<file path="src/rtl/multicycle_control_fsm.sv">
// Control sequencer for the multi-cycle mini CPU: steps FETCH/DECODE/EXEC/MEM/WB and drives the 14-bit ControlLine word.
// Optional build macro CYCLE_COUNT_EN adds the INSTR_COUNT / CYCLE_COUNT performance counters and the CTR_W parameter.
module multicycle_control_fsm #(
  parameter int unsigned MEM_TIMEOUT = 255
`ifdef CYCLE_COUNT_EN
  ,
  parameter int unsigned CTR_W       = 32
`endif
) (
  input  logic             CLK,
  input  logic             RESET_N,
  input  logic             RUN,
  input  logic [3:0]       OPCODE,
  input  logic             MEM_READY,
  output logic [13:0]      ControlLine,
  output logic [3:0]       STATE,
  output logic             INSTR_DONE,
  output logic             HALTED,
  output logic             ILLEGAL,
  output logic             MEM_TIMEOUT_ERR
`ifdef CYCLE_COUNT_EN
  ,
  output logic [CTR_W-1:0] INSTR_COUNT,
  output logic [CTR_W-1:0] CYCLE_COUNT
`endif
);

  typedef enum logic [3:0] {
    S_FETCH    = 4'd0,
    S_DECODE   = 4'd1,
    S_EXEC_R   = 4'd2,
    S_EXEC_I   = 4'd3,
    S_MEM_ADDR = 4'd4,
    S_MEM_RD   = 4'd5,
    S_MEM_WR   = 4'd6,
    S_WB_R     = 4'd7,
    S_WB_I     = 4'd8,
    S_WB_MEM   = 4'd9,
    S_BRANCH   = 4'd10,
    S_JUMP     = 4'd11,
    S_HALT     = 4'd15
  } state_e;

  localparam logic [3:0] OP_R    = 4'd0;
  localparam logic [3:0] OP_ADDI = 4'd1;
  localparam logic [3:0] OP_LW   = 4'd2;
  localparam logic [3:0] OP_SW   = 4'd3;
  localparam logic [3:0] OP_BEQ  = 4'd4;
  localparam logic [3:0] OP_J    = 4'd5;
  localparam logic [3:0] OP_HALT = 4'd15;

  // Bits 13/12 of the FETCH word are the PCWRITE/IRWRITE strobes gated by RUN & MEM_READY.
  localparam logic [13:0] CW_FETCH    = 14'h3020;
  localparam logic [13:0] CW_DECODE   = 14'h0060;
  localparam logic [13:0] CW_EXEC_R   = 14'h0090;
  localparam logic [13:0] CW_EXEC_I   = 14'h00C0;
  localparam logic [13:0] CW_MEM_ADDR = 14'h00C0;
  localparam logic [13:0] CW_MEM_RD   = 14'h0000;
  localparam logic [13:0] CW_MEM_WR   = 14'h0002;
  localparam logic [13:0] CW_WB_R     = 14'h0900;
  localparam logic [13:0] CW_WB_I     = 14'h0100;
  localparam logic [13:0] CW_WB_MEM   = 14'h0300;
  localparam logic [13:0] CW_BRANCH   = 14'h008D;
  localparam logic [13:0] CW_JUMP     = 14'h2004;
  localparam logic [13:0] CW_NONE     = 14'h0000;

  // The wait counter only has to reach MEM_TIMEOUT-1; the cycle after that is the fault.
  localparam int unsigned WAIT_W = (MEM_TIMEOUT > 1) ? $clog2(MEM_TIMEOUT) : 1;
  localparam logic [WAIT_W-1:0] WAIT_LAST =
    (MEM_TIMEOUT == 0) ? '0 : WAIT_W'(MEM_TIMEOUT - 1);
  localparam bit TMO_EN = (MEM_TIMEOUT != 0);

  state_e            state_q, state_d;
  logic [WAIT_W-1:0] wait_q, wait_d;
  logic              illegal_q, illegal_d;
  logic              tmo_err_q, tmo_err_d;
  logic              is_load_q, is_load_d;
  logic              fetch_go;
  logic              mem_wait;
  logic              instr_done;
  logic [13:0]       ctrl_word;

  assign fetch_go = RUN & MEM_READY;

  always_ff @(posedge CLK or negedge RESET_N) begin
    if (!RESET_N) begin
      state_q   <= S_FETCH;
      wait_q    <= '0;
      illegal_q <= 1'b0;
      tmo_err_q <= 1'b0;
      is_load_q <= 1'b0;
    end else begin
      state_q   <= state_d;
      wait_q    <= wait_d;
      illegal_q <= illegal_d;
      tmo_err_q <= tmo_err_d;
      is_load_q <= is_load_d;
    end
  end

  always_comb begin
    state_d    = state_q;
    illegal_d  = illegal_q;
    tmo_err_d  = tmo_err_q;
    is_load_d  = is_load_q;
    wait_d     = '0;
    mem_wait   = 1'b0;
    instr_done = 1'b0;
    case (state_q)
      S_FETCH: begin
        mem_wait = RUN & ~MEM_READY;
        if (fetch_go) state_d = S_DECODE;
      end
      S_DECODE: begin
        is_load_d = (OPCODE == OP_LW);
        case (OPCODE)
          OP_R:    state_d = S_EXEC_R;
          OP_ADDI: state_d = S_EXEC_I;
          OP_LW:   state_d = S_MEM_ADDR;
          OP_SW:   state_d = S_MEM_ADDR;
          OP_BEQ:  state_d = S_BRANCH;
          OP_J:    state_d = S_JUMP;
          OP_HALT: state_d = S_HALT;
          default: begin
            illegal_d = 1'b1;
            state_d   = S_FETCH;
          end
        endcase
      end
      S_EXEC_R:   state_d = S_WB_R;
      S_EXEC_I:   state_d = S_WB_I;
      S_MEM_ADDR: state_d = is_load_q ? S_MEM_RD : S_MEM_WR;
      S_MEM_RD: begin
        if (MEM_READY) state_d = S_WB_MEM;
        else           mem_wait = 1'b1;
      end
      S_MEM_WR: begin
        if (MEM_READY) begin
          state_d    = S_FETCH;
          instr_done = 1'b1;
        end else begin
          mem_wait = 1'b1;
        end
      end
      S_WB_R, S_WB_I, S_WB_MEM, S_BRANCH, S_JUMP: begin
        state_d    = S_FETCH;
        instr_done = 1'b1;
      end
      S_HALT:  state_d = S_HALT;
      default: state_d = S_FETCH;
    endcase

    // A wait run that reaches the limit overrides whatever the state case chose.
    if (mem_wait && TMO_EN) begin
      if (wait_q == WAIT_LAST) begin
        tmo_err_d = 1'b1;
        state_d   = S_HALT;
      end else begin
        wait_d = wait_q + WAIT_W'(1);
      end
    end
  end

  always_comb begin
    ctrl_word = CW_NONE;
    case (state_q)
      S_FETCH:    ctrl_word = {fetch_go, fetch_go, CW_FETCH[11:0]};
      S_DECODE:   ctrl_word = CW_DECODE;
      S_EXEC_R:   ctrl_word = CW_EXEC_R;
      S_EXEC_I:   ctrl_word = CW_EXEC_I;
      S_MEM_ADDR: ctrl_word = CW_MEM_ADDR;
      S_MEM_RD:   ctrl_word = CW_MEM_RD;
      S_MEM_WR:   ctrl_word = CW_MEM_WR;
      S_WB_R:     ctrl_word = CW_WB_R;
      S_WB_I:     ctrl_word = CW_WB_I;
      S_WB_MEM:   ctrl_word = CW_WB_MEM;
      S_BRANCH:   ctrl_word = CW_BRANCH;
      S_JUMP:     ctrl_word = CW_JUMP;
      default:    ctrl_word = CW_NONE;
    endcase
  end

  // Reset must kill strobes such as MEMWRITE combinationally, not at the next edge.
  assign ControlLine     = RESET_N ? ctrl_word : CW_NONE;
  assign STATE           = state_q;
  assign INSTR_DONE      = instr_done;
  assign HALTED          = (state_q == S_HALT);
  assign ILLEGAL         = illegal_q;
  assign MEM_TIMEOUT_ERR = tmo_err_q;

`ifdef CYCLE_COUNT_EN
  logic [CTR_W-1:0] instr_cnt_q, cycle_cnt_q;

  always_ff @(posedge CLK or negedge RESET_N) begin
    if (!RESET_N) begin
      instr_cnt_q <= '0;
      cycle_cnt_q <= '0;
    end else begin
      if (instr_done)        instr_cnt_q <= instr_cnt_q + CTR_W'(1);
      if (state_q != S_HALT) cycle_cnt_q <= cycle_cnt_q + CTR_W'(1);
    end
  end

  assign INSTR_COUNT = instr_cnt_q;
  assign CYCLE_COUNT = cycle_cnt_q;
`endif

  a_halt_absorbing: assert property (@(posedge CLK) disable iff (!RESET_N)
    (state_q == S_HALT) |=> (state_q == S_HALT));
  a_done_to_fetch: assert property (@(posedge CLK) disable iff (!RESET_N)
    instr_done |=> (state_q == S_FETCH));
  a_illegal_sticky: assert property (@(posedge CLK) disable iff (!RESET_N)
    illegal_q |=> illegal_q);

endmodule

</file>
<file path="config.mk">
export PLATFORM = sky130hd
export DESIGN_NAME = multicycle_control_fsm
export DESIGN_NICKNAME = d
export VERILOG_FILES = /design/src/rtl/multicycle_control_fsm.sv
export SDC_FILE = /design/constraint.sdc
export NUM_CORES = 1
export LEC_CHECK = 0
export BUFFER_PORTS_ARGS = -buffer_cell sky130_fd_sc_hd__buf_4
export CORE_ASPECT_RATIO = 1.75
export CORE_UTILIZATION = 42
export CTS_CLUSTER_SIZE = 40
export DETAILED_ROUTE_END_ITERATION = 7
export MAX_ROUTING_LAYER = met4
export PLACE_DENSITY_LB_ADDON = 0.15
export SLEW_MARGIN = 20
export SYNTH_ARGS = -nofsm -noshare
export SYNTH_HDL_FRONTEND = slang
export SYNTH_SLANG_ARGS = --single-unit
</file>
<file path="constraint.sdc">
create_clock -name CLK -period 2.17 [get_ports CLK]
set_clock_uncertainty 0.05 [all_clocks]
set_input_delay 0.217 -clock CLK [delete_from_list [all_inputs] [get_ports CLK]]
set_output_delay 0.217 -clock CLK [all_outputs]
set_load 0.005 [all_outputs]
</file>
==> impl_metrics.toml <==
[timing]
finalCritPeriodShare_pct = 93.1
rsz0062_at_grt = "false"
fin_crit_ps = 2020
drv_slew = 0
hold_viol = 0
fin_setup_tns_ps = 0
fin_hold_ws_ps = 202
fmax_mhz = 495
setup_viol = 0
worst_slack_ps = 149

[final_layout]
fillCellCount = 233
multi_input_area_um2 = 624
drive_gt1_share_pct = 29.3
layout_commonest_cell = "buf_4"
diodes = 0
final_cell_area_um2 = 1320
layout_common_cells = "buf_4, dfrtp_1, nand3_1"
area_delta_synth_final_pct = 24.9
postLayoutCoreUtil_pct = 56.7
nNetsFinal = 161
ff_latch_area_um2 = 375

[grt]
grt_start_max_net_pins = 23
grt_pass1_vias = 919
grt-ovfl-total = 0
antenna_found_initial = 0
grtUsageTotal_pct = 21.7
grt_pass1_wl_um = 4000

[placement]
placed_area_um2 = 1260
pre_cts_slack_ps = 388
place_hpwl_um = 1780
place.gp.congestion = 0.828
port_buffers = 28

[yosys]
avgSynthCellArea_um2 = 8.54
synth_flop_cell = "dfrtp_1"
synth_cells = 124
synth_top_family_by_area = "simple AND/OR/NAND/NOR gates"
synth-xor-area-share_pct = 4.96
synth_fa_ha_area_share_pct = 2.36
synth_edf_count = 0
syn_area_um2 = 1060
synth-simple-area-share_pct = 36.5
ys_types = 41
muxShareOfSynthArea_pct = 1.06
syn-num-nets = 134
synth-seq-cells = 15
yosysWarnings = 0
synth-compound-area-share_pct = 13.7
ys_async_sr_fraction_pct = 100
synth.yosys.seq_area_share_pct = 35.5

[route]
drc = 0
num_vias = 994
ant_nets = 0
dr.first_iter.drc_count = 35
post_drt_wl_per_cell_um = 13.9
via_per_inst = 5.68
wl_um = 2430
drtPass1Iterations = 4

[floorplanning]
die-area_um2 = 2730
fp.dieW_um = 40.0
num_rows = 23
core-area_um2 = 2330
die_height_um = 68.4
initial_core_util_pct = 45.4
ios = 30

[power]
peakVddDrop_v = 0.000637
p_per_area_nw_per_um2 = 994
cellLeakagePower_nw = 0.612

[critical_path]
required_ps = 1900
worst-path-max-fanout = 22
arrival_ps = 1750
worstSetupStartpointType = "input port"
cp-end-kind = "primary output"
critPathKind = "in -> out"

[status]
status = "complete, no violations"

[clocking]
cts-root-buf = "clkbuf_8"
insertion_delay_ps = 240
cts_tree = "built"
clk_pin_slew_ps = 60
htree_levels = 1
cts.sinks = 15
cts-buffers-inserted = 3
clockBufferDepth = 2

[run]
max_cap_violations = 0

[min_path]
hp-class = "in -> reg"
[timing repair]
action	in CTS	in global routing
setup buffers	0	0
hold endpoints to repair	15	0
endpoints found under the setup margin	0	1
hold buffers	1	0
gates resized for setup	0	1
[registers in the layout, indices dropped and copies added (netlist names)]
name,flops
MEM_TIMEOUT_ERR,1
wait_q,8
STATE,4
ILLEGAL,1
is_load_q,1
[cell type report]
type,instances,share of cell area [%]
flip-flops and latches,15,28.4
multi-input cells,98,47.2
repair buffers,31,18.1
well taps,25,2.37
inverters,2,0.568
clock buffers,4,3.41
[synthesized netlist by cell type (2+ instances only)]
library cell / instances / area (um2)
nand4_1: 2 / 12.5
nor2_2: 6 / 37.5
or2_2: 2 / 12.5
inv_1: 2 / 7.51
dfrtp_1: 15 / 375
nand2b_1: 7 / 43.8
a21oi_1: 7 / 35.0
nor2b_1: 2 / 12.5
nand2_1: 6 / 22.5
buf_2: 2 / 10.0
ha_1: 2 / 25.0
nand3_1: 13 / 65.1
buf_4: 2 / 15.0
xor2_1: 5 / 43.8
o21ai_0: 6 / 30.0
clkbuf_1: 4 / 15.0
nor2_1: 10 / 37.5
nor3_1: 2 / 10.0
and3_1: 4 / 25.0
and4_1: 4 / 35.0
[through the flow]
| stage | total power, mW | std cells |
|---|---|---|
| final | 1.31 | 175 |
| after global routing | 1.42 | 175 |
| after CTS | 1.32 | 175 |
| after detailed placement | 1.09 | 170 |
| after global placement | 1.08 | 170 |
| after floorplan | 0.871 | 124 |
[layer usage]
metal,GRT usage [%],vias to the layer above,part of all wire [%]
li1,-,491,-
met1,21.7,471,40
met2,38.7,27,54
met3,2.92,5,4.3
met4,10.3,0,1.8
met5,-,-,0
[kinds of logic (layout without fill, tap and decap cells)]
kind of cell	count (synthesis)	after routing
AO/OA/AOI/OAI	21	21
XOR/XNOR	6	6
adder cells (fa/ha/maj)	2	2
buffers and inverters	11	37
flip-flops	15	15
multiplexers	1	1
other	1	1
AND/OR/NAND/NOR	67	67
[final timing paths]
path	depth (start not counted)	slack [ps]	to	from
worst max-delay path	6	150	ControlLine[12]	RESET_N
worst min-delay path	3	200	STATE[0]$_DFF_PN0_	OPCODE[0]
worst max register to register	4	380	wait_q[7]$_DFF_PN0_	STATE[2]$_DFF_PN0_
worst min register to register	1	420	MEM_TIMEOUT_ERR$_DFFE_PN0P_	MEM_TIMEOUT_ERR$_DFFE_PN0P_
max in group asynchronous	2	1580	wait_q[7]$_DFF_PN0_	RESET_N
min in group asynchronous	2	320	STATE[1]$_DFF_PN0_	RESET_N
[power by group]
part | switching [mW] | leakage [nW] | internal, mW
registers | 0.133 | 0.199 | 0.334
clock network | 0.0921 | 0.0228 | 0.130
logic | 0.320 | 0.390 | 0.305
total | 0.545 | 0.612 | 0.769
[worst max-delay path: stages]
cell	delay, ps
dlygate4sd3_1	540
buf_6	210
nand2b_1	110
or2_2	310
nor4_1	200
buf_4	160
No activity file was read; power rests on OpenSTA's default activity.
